## config.mk

```make
export PLATFORM = sky130hd
export DESIGN_NAME = packet_action_exec_flat
export DESIGN_NICKNAME = d
export VERILOG_FILES = /design/src/rtl/packet_action_exec_if.sv /design/src/rtl/packet_action_exec.sv /design/src/flat_wrapper.sv
export SDC_FILE = /design/constraint.sdc
export NUM_CORES = 1
export LEC_CHECK = 0
export CORE_ASPECT_RATIO = 1.75
export CORE_MARGIN = 2
export CORE_UTILIZATION = 40
export DETAILED_ROUTE_END_ITERATION = 10
export PLACE_DENSITY_LB_ADDON = 0.05
export SYNTH_ARGS = -nofsm -noshare
export SYNTH_HDL_FRONTEND = slang
export SYNTH_SLANG_ARGS = --single-unit
```

## constraint.sdc

```tcl
create_clock -name clk -period 2.14 [get_ports clk]
set_clock_uncertainty 0.05 [all_clocks]
set_input_delay 0.321 -clock clk [delete_from_list [all_inputs] [get_ports clk]]
set_output_delay 0.321 -clock clk [all_outputs]
set_load 0.01 [all_outputs]
```

## src/rtl/packet_action_exec_if.sv

```systemverilog
// Byte-stream bundle for the packet action stage: FIFO-side input with the
// per-packet action word, and the registered egress stream toward the port mux.
interface packet_action_exec_if #(
  parameter int unsigned ACTION_W = 64,
  parameter int unsigned PORT_W   = 3
);
  logic                in_sop;
  logic [ACTION_W-1:0] in_action;
  logic                in_valid;
  logic [7:0]          in_data;
  logic                in_last;
  logic                in_ready;
  logic                out_valid;
  logic [7:0]          out_data;
  logic                out_last;
  logic                out_sop;
  logic [PORT_W-1:0]   out_port;
  logic                out_ready;

  modport master (
    output in_sop, in_action, in_valid, in_data, in_last, out_ready,
    input  in_ready, out_valid, out_data, out_last, out_sop, out_port
  );

  modport slave (
    input  in_sop, in_action, in_valid, in_data, in_last, out_ready,
    output in_ready, out_valid, out_data, out_last, out_sop, out_port
  );
endinterface

```

## src/rtl/packet_action_exec.sv

```systemverilog
// Egress action stage: forwards, drops, rewrites the destination MAC or
// redirects packets to the CPU port, with per-outcome packet counters.
module packet_action_exec #(
  parameter int unsigned ACTION_W = 64,
  parameter int unsigned PORT_W   = 3,
  parameter int unsigned CPU_PORT = 7,
  parameter int unsigned CNT_W    = 32
) (
  input  logic                 clk,
  input  logic                 rst_n,
  packet_action_exec_if.slave  bus,
  output logic [CNT_W-1:0]     fwd_cnt,
  output logic [CNT_W-1:0]     drop_cnt,
  output logic [CNT_W-1:0]     err_cnt
);

  localparam int unsigned OP_LSB   = ACTION_W - 2;
  localparam int unsigned PORT_LSB = OP_LSB - PORT_W;
  localparam int unsigned MAC_W    = 48;
  localparam int unsigned IDX_W    = 3;

  localparam logic [1:0] OP_DROP = 2'd1;
  localparam logic [1:0] OP_RWR  = 2'd2;
  localparam logic [1:0] OP_CPU  = 2'd3;
  localparam logic [IDX_W-1:0] IDX_SAT = IDX_W'(6);

  typedef enum logic [1:0] {S_IDLE, S_PASS, S_DROP} state_t;

  state_t             state_q;
  logic [1:0]         op_q;
  logic [PORT_W-1:0]  port_q;
  logic [MAC_W-1:0]   mac_q;
  logic [IDX_W-1:0]   idx_q;
  logic               out_valid_q;
  logic [7:0]         out_data_q;
  logic               out_last_q;
  logic               out_sop_q;
  logic [PORT_W-1:0]  out_port_q;
  logic [CNT_W-1:0]   fwd_cnt_q;
  logic [CNT_W-1:0]   drop_cnt_q;
  logic [CNT_W-1:0]   err_cnt_q;

  logic               in_ready_c;
  logic               sop_take;
  logic [1:0]         new_op;
  logic [PORT_W-1:0]  new_port;
  logic [1:0]         cur_op;
  logic [PORT_W-1:0]  cur_port;
  logic [MAC_W-1:0]   cur_mac;
  logic [IDX_W-1:0]   cur_idx;
  logic               cur_drop;
  logic               in_pkt;
  logic               accept;
  logic               pkt_byte;
  logic               pkt_end;
  logic               load;
  logic               err_evt;
  logic [7:0]         edit_byte;
  logic [IDX_W-1:0]   idx_inc;
  logic               unused_act_bits;

  assign unused_act_bits = ^bus.in_action[PORT_LSB-1:MAC_W];

  // Single output register: accept whenever it is empty or draining this cycle.
  assign in_ready_c = (state_q == S_DROP) || !out_valid_q || bus.out_ready;

  // A start-of-packet in IDLE applies its action to a byte arriving the same cycle.
  always_comb begin
    sop_take = (state_q == S_IDLE) && bus.in_sop;
    new_op   = bus.in_action[OP_LSB +: 2];
    new_port = (new_op == OP_CPU) ? PORT_W'(CPU_PORT) : bus.in_action[PORT_LSB +: PORT_W];
    cur_op   = op_q;
    cur_port = port_q;
    cur_mac  = mac_q;
    cur_idx  = idx_q;
    cur_drop = (state_q == S_DROP);
    if (sop_take) begin
      cur_op   = new_op;
      cur_port = new_port;
      cur_mac  = bus.in_action[MAC_W-1:0];
      cur_idx  = '0;
      cur_drop = (new_op == OP_DROP);
    end
    in_pkt   = sop_take || (state_q != S_IDLE);
    accept   = bus.in_valid && in_ready_c;
    pkt_byte = accept && in_pkt;
    pkt_end  = pkt_byte && bus.in_last;
    load     = pkt_byte && !cur_drop;
    err_evt  = (accept && !in_pkt) || (bus.in_sop && (state_q != S_IDLE));
    idx_inc  = (cur_idx == IDX_SAT) ? IDX_SAT : cur_idx + IDX_W'(1);
  end

  // Destination MAC overlay on the first six bytes of a rewritten packet.
  always_comb begin
    edit_byte = bus.in_data;
    if (cur_op == OP_RWR) begin
      case (cur_idx)
        3'd0:    edit_byte = cur_mac[47:40];
        3'd1:    edit_byte = cur_mac[39:32];
        3'd2:    edit_byte = cur_mac[31:24];
        3'd3:    edit_byte = cur_mac[23:16];
        3'd4:    edit_byte = cur_mac[15:8];
        3'd5:    edit_byte = cur_mac[7:0];
        default: edit_byte = bus.in_data;
      endcase
    end
  end

  always_ff @(posedge clk) begin
    if (!rst_n) begin
      state_q     <= S_IDLE;
      op_q        <= '0;
      port_q      <= '0;
      mac_q       <= '0;
      idx_q       <= '0;
      out_valid_q <= 1'b0;
      out_data_q  <= '0;
      out_last_q  <= 1'b0;
      out_sop_q   <= 1'b0;
      out_port_q  <= '0;
      fwd_cnt_q   <= '0;
      drop_cnt_q  <= '0;
      err_cnt_q   <= '0;
    end else begin
      if (sop_take) begin
        op_q    <= new_op;
        port_q  <= new_port;
        mac_q   <= bus.in_action[MAC_W-1:0];
        state_q <= (new_op == OP_DROP) ? S_DROP : S_PASS;
      end
      if (pkt_byte) begin
        idx_q <= idx_inc;
      end
      if (pkt_end) begin
        state_q <= S_IDLE;
        idx_q   <= '0;
        if (cur_drop) drop_cnt_q <= drop_cnt_q + CNT_W'(1);
        else          fwd_cnt_q  <= fwd_cnt_q + CNT_W'(1);
      end
      if (err_evt) begin
        err_cnt_q <= err_cnt_q + CNT_W'(1);
      end
      // Output beat holds until taken; a new load only happens when it is free.
      if (load) begin
        out_valid_q <= 1'b1;
        out_data_q  <= edit_byte;
        out_last_q  <= bus.in_last;
        out_sop_q   <= (cur_idx == '0);
        out_port_q  <= cur_port;
      end else if (bus.out_ready) begin
        out_valid_q <= 1'b0;
      end
    end
  end

  assign bus.in_ready  = in_ready_c;
  assign bus.out_valid = out_valid_q;
  assign bus.out_data  = out_data_q;
  assign bus.out_last  = out_last_q;
  assign bus.out_sop   = out_sop_q;
  assign bus.out_port  = out_port_q;
  assign fwd_cnt       = fwd_cnt_q;
  assign drop_cnt      = drop_cnt_q;
  assign err_cnt       = err_cnt_q;

endmodule

```

## src/flat_wrapper.sv

```systemverilog
// flat-port wrapper written by rule: the top's interface ports become plain ports
module packet_action_exec_flat 
#(
  parameter int unsigned ACTION_W = 64,
  parameter int unsigned PORT_W   = 3,
  parameter int unsigned CPU_PORT = 7,
  parameter int unsigned CNT_W    = 32
)
  (clk, rst_n, fwd_cnt, drop_cnt, err_cnt, bus_in_sop, bus_in_action, bus_in_valid, bus_in_data, bus_in_last, bus_out_ready, bus_in_ready, bus_out_valid, bus_out_data, bus_out_last, bus_out_sop, bus_out_port);
  packet_action_exec_if #(.ACTION_W(ACTION_W), .PORT_W(PORT_W)) bus_i ();
  input  logic clk;
  input  logic rst_n;
  output logic [CNT_W-1:0] fwd_cnt;
  output logic [CNT_W-1:0] drop_cnt;
  output logic [CNT_W-1:0] err_cnt;
  input wire logic [$bits(bus_i.in_sop)-1:0] bus_in_sop;
  input wire logic [$bits(bus_i.in_action)-1:0] bus_in_action;
  input wire logic [$bits(bus_i.in_valid)-1:0] bus_in_valid;
  input wire logic [$bits(bus_i.in_data)-1:0] bus_in_data;
  input wire logic [$bits(bus_i.in_last)-1:0] bus_in_last;
  input wire logic [$bits(bus_i.out_ready)-1:0] bus_out_ready;
  output wire logic [$bits(bus_i.in_ready)-1:0] bus_in_ready;
  output wire logic [$bits(bus_i.out_valid)-1:0] bus_out_valid;
  output wire logic [$bits(bus_i.out_data)-1:0] bus_out_data;
  output wire logic [$bits(bus_i.out_last)-1:0] bus_out_last;
  output wire logic [$bits(bus_i.out_sop)-1:0] bus_out_sop;
  output wire logic [$bits(bus_i.out_port)-1:0] bus_out_port;
  assign bus_i.in_sop = bus_in_sop;
  assign bus_i.in_action = bus_in_action;
  assign bus_i.in_valid = bus_in_valid;
  assign bus_i.in_data = bus_in_data;
  assign bus_i.in_last = bus_in_last;
  assign bus_i.out_ready = bus_out_ready;
  assign bus_in_ready = bus_i.in_ready;
  assign bus_out_valid = bus_i.out_valid;
  assign bus_out_data = bus_i.out_data;
  assign bus_out_last = bus_i.out_last;
  assign bus_out_sop = bus_i.out_sop;
  assign bus_out_port = bus_i.out_port;
  packet_action_exec #(.ACTION_W(ACTION_W), .PORT_W(PORT_W), .CPU_PORT(CPU_PORT), .CNT_W(CNT_W)) u_core (.clk(clk), .rst_n(rst_n), .bus(bus_i), .fwd_cnt(fwd_cnt), .drop_cnt(drop_cnt), .err_cnt(err_cnt));
endmodule
```

==> run metrics <==
register bit total from synthesis=168; WS Path Type=primary input to register; Final period util=about 99%; area delta synth->final=43.8%; Worst Path Required=approximately 2.5 ns; Max Slew Vio Count=0; RR Endpoint=u_core.err_cnt[27]; final antenna-violating net count=0; minimum clock period=2.12 ns; most common cell in the synthesized netlist=dfxtp_1; clock power share=44.3%; slew margin rel.=a little over two thirds; First-pass DRT Iterations=7; Switching Share=around a quarter; Hold Path Depth=3; most frequent cells after synthesis=168 x dfxtp_1, 161 x nand2_1, 112 x a21oi_1; Via Count=around 8100; highest clock rate=about 0.47 GHz; Syn Nets=~1000; FF/Latch Area=about 0.0034 mm2; final setup fails=0; CP Capture Type=register; Distinct cells, synth=55; CP Max Fanout=4; Seq/Total Area, Yosys=a little over two fifths; Layout Cells excl Fill=around 1500; # DRC=0; Worst-Margin Slew=roughly 0.44 ns; sequential power share=approximately 44%; Clock Latency Late Sink=about 0.44 ns; CTS tree=done; FP Rows=67; cts hold-fix bufs=0; initial antenna violation count=1; Worst R2R Path Depth=5; overall die height=189 um; top cells by area, synth=dfxtp_1 43%, nand2_1 7.7%, a21oi_1 7.1%; I/O pin cnt=189; die area=0.0208 mm2; # H-tree levels=4; Internal Pwr Total=approximately 5.7 mW; Worst Min Path Start=rst_n; Synth Area per Inst=approximately 8 um2; Gate power share=between 10% and 20%; number of flops mapped to enable cells by yosys=0; P_leak=3.91 nW; clock tree buffer depth=2; hold path endpoint=u_core.fwd_cnt[7]; RSZ-0062 raised after global routing=true; largest net degree at the start of global routing=84; Layout Nets=approximately 1300; initial core utilization=between 40 and 50%; clk root buf=clkbuf_16; iteration-0 DRC count of the detailed router=around 480; status=complete, no violations; Top Family by Delay on Critical Path=simple AND/OR/NAND/NOR gates; Max Cap Violations=0; WL/cell=16.2 um; width of the die=between 100 and 150 um; Net Switching=~1.8 mW; first-pass GRT wire length=38700 um; multi-input logic area=approximately 0.0042 mm2; Pwr Density=around 660 mW/mm2; Clock transition at path regs=approximately 0.070 ns; Finished Core Util=a little under 60%; hpwl dp=about 17000 um; RePlAce Congestion=~0.82; Synth async-reset ratio=0%; final setup TNS=0 ns; CTS Sinks=between 150 and 200; fillers=between 1500 and 2000; startpoint type of the worst setup path=primary input; Buf/Inv on CP=2; Mapped Area=about 0.0079 mm2; Hold WC Path Type=primary input to register; drt via density=about 5.5; vias in the first global route=7738; Post-synth top flop=dfxtp_1; slowest CP cell=o41a_1; placed insts=1427; VDD IR max=approximately 520 uV; PortBufs=approximately 180; biggest area consumer among synthesized cells=dfxtp_1; layout cell share with drive strength beyond 1=between 10% and 20%; worst path arrival time=roughly 2.4 ns; core area=between 0.015 and 0.02 mm2; FF-to-FF setup slack=0.04 ns; Post-Syn Instances=between 900 and 1000; Final Hold Viols=0; crit-path cells=dlygate4sd2_1 > nand2b_1 > o41a_1 > buf_4 > or3_4 > or4_4 > a21oi_1; Post-Route WL=between 20000 and 25000 um; Num CTS Buffers=17; Yosys warnings=0; Synth top area share=~43%; worst setup path startpoint=bus_in_sop; largest stage delay on the critical path=approximately 0.51 ns; Total GRT Usage=23.5%; reg-to-reg critical path startpoint=u_core.state_q[0]; total gr overflow=0
## power by group through the flow
stage                     Clock, mW  Combinational, mW  Sequential (mW)
after floorplan                   0              0.403             3.36
after global placement            0              0.846             3.36
after detailed placement          0              0.852             3.36
after CTS                      3.38              0.859             3.30
after global routing           3.51              0.948             3.31
final                          3.31              0.863             3.30
## sequential cells by signal (all words and copies together) (netlist names)
name / cells
u_core.mac_q: 48
u_core.drop_cnt: 32
u_core.err_cnt: 32
u_core.fwd_cnt: 32
u_core.bus.out_data: 8
u_core.bus.out_port: 3
u_core.idx_q: 3
u_core.port_q: 3
u_core.op_q: 2
u_core.state_q: 2
u_core.bus.out_last: 1
u_core.bus.out_sop: 1
u_core.bus.out_valid: 1
## kinds of logic (layout without fill, tap and decap cells)
logic type | count (synthesis) | count (layout) | share of synthesized area [%]
other cells | 0 | 1 | 0
simple gates | 407 | 410 | 26.1
mux | 25 | 25 | 3.39
xor+xnor | 23 | 23 | 2.56
fa+ha+maj | 3 | 3 | 0.477
compound gates | 249 | 249 | 20.0
buf+inv | 92 | 347 | 4.68
flops | 168 | 168 | 42.8
## worst reg2reg max path: cells and delay by family, from the launching register on
| kind | cells | cell delay (ns) |
|---|---|---|
| and+or+nand+nor | 2 | 0.83 |
| AOI/OAI and AO/OA | 2 | 0.61 |
| DFF | 1 | 0.36 |
| buffers and inverters | 1 | 0.17 |
## how the worst max path moves through the flow
stage,cells after the start,end,slack (ns)
floorplan,6,u_core.err_cnt[22],0.03
global placement,7,u_core.drop_cnt[15],-0.53
detailed placement,7,u_core.drop_cnt[21],-0.56
CTS,6,u_core.err_cnt[27],0.002
global route,6,u_core.err_cnt[27],-0.009
finish,7,u_core.err_cnt[27],0.02
## per-layer routing
metal  vias up  GRT usage, %  part of all wire (%)
li1       4030             -                     -
met1      3826          27.3                    40
met2       172          41.4                    54
met3        39          3.99                   3.5
met4         0          9.83                   2.6
met5         -             0                     0
## cell type report
| cell class | count | share of cell area (%) |
|---|---|---|
| Clock buffer | 20 | 4.04 |
| Antenna cell | 1 | 0.0221 |
| Clock inverter | 11 | 1.52 |
| Timing Repair Buffer | 290 | 23.7 |
| Multi-Input combinational cell | 710 | 37.4 |
| Tap cell | 241 | 2.67 |
| Inverter | 26 | 0.885 |
| Sequential cell | 168 | 29.8 |
## cell usage in the layout (no fill, tap or decap), drive strengths merged, types with 4 or more instances in the layout
| cell type | synthesis | routed |
|---|---|---|
| clkdlybuf4s50 | 0 | 172 |
| dfxtp | 168 | 168 |
| nand2 | 161 | 161 |
| buf | 9 | 114 |
| a21oi | 112 | 112 |
| nor2 | 47 | 47 |
| nand3 | 38 | 38 |
| o21ai | 36 | 36 |
| or4 | 30 | 33 |
| nand4 | 29 | 29 |
| inv | 26 | 27 |
| o31ai | 26 | 26 |
| nand2b | 24 | 24 |
| mux2i | 21 | 21 |
| or3 | 21 | 21 |
| xnor2 | 20 | 20 |
| clkbuf | 57 | 20 |
| o41ai | 18 | 18 |
| o311ai | 18 | 18 |
| nor4 | 14 | 14 |
| nor3 | 7 | 7 |
| and3 | 6 | 6 |
| and2 | 6 | 6 |
| o211ai | 6 | 6 |
| a211oi | 6 | 6 |
| nor2b | 5 | 5 |
| and4 | 5 | 5 |
| bufinv | 0 | 4 |
| dlygate4sd2 | 0 | 4 |
| clkinv | 0 | 4 |
## through the flow
step | power [mW] | setup WS [ns] | instance area [um2] | hold slack (ns)
floorplan | 3.76 | 0.0286 | 7880 | 0.381
global placement | 4.21 | -0.534 | 10600 | 0.389
detailed placement | 4.22 | -0.556 | 10600 | 0.393
CTS | 7.54 | 0.00242 | 11200 | 0.197
global route | 7.77 | -0.00898 | 11300 | 0.202
finish | 7.47 | 0.0239 | 11300 | 0.211
## timing repair
action                                  CTS  global route
endpoints found under the hold margin     0             0
pin swaps                                 5             5
endpoints found under the setup margin   28            25
buffers inserted                          2             3
resized for setup                         9            17
cloned                                    3             0
(Power assumes the default switching activity.)
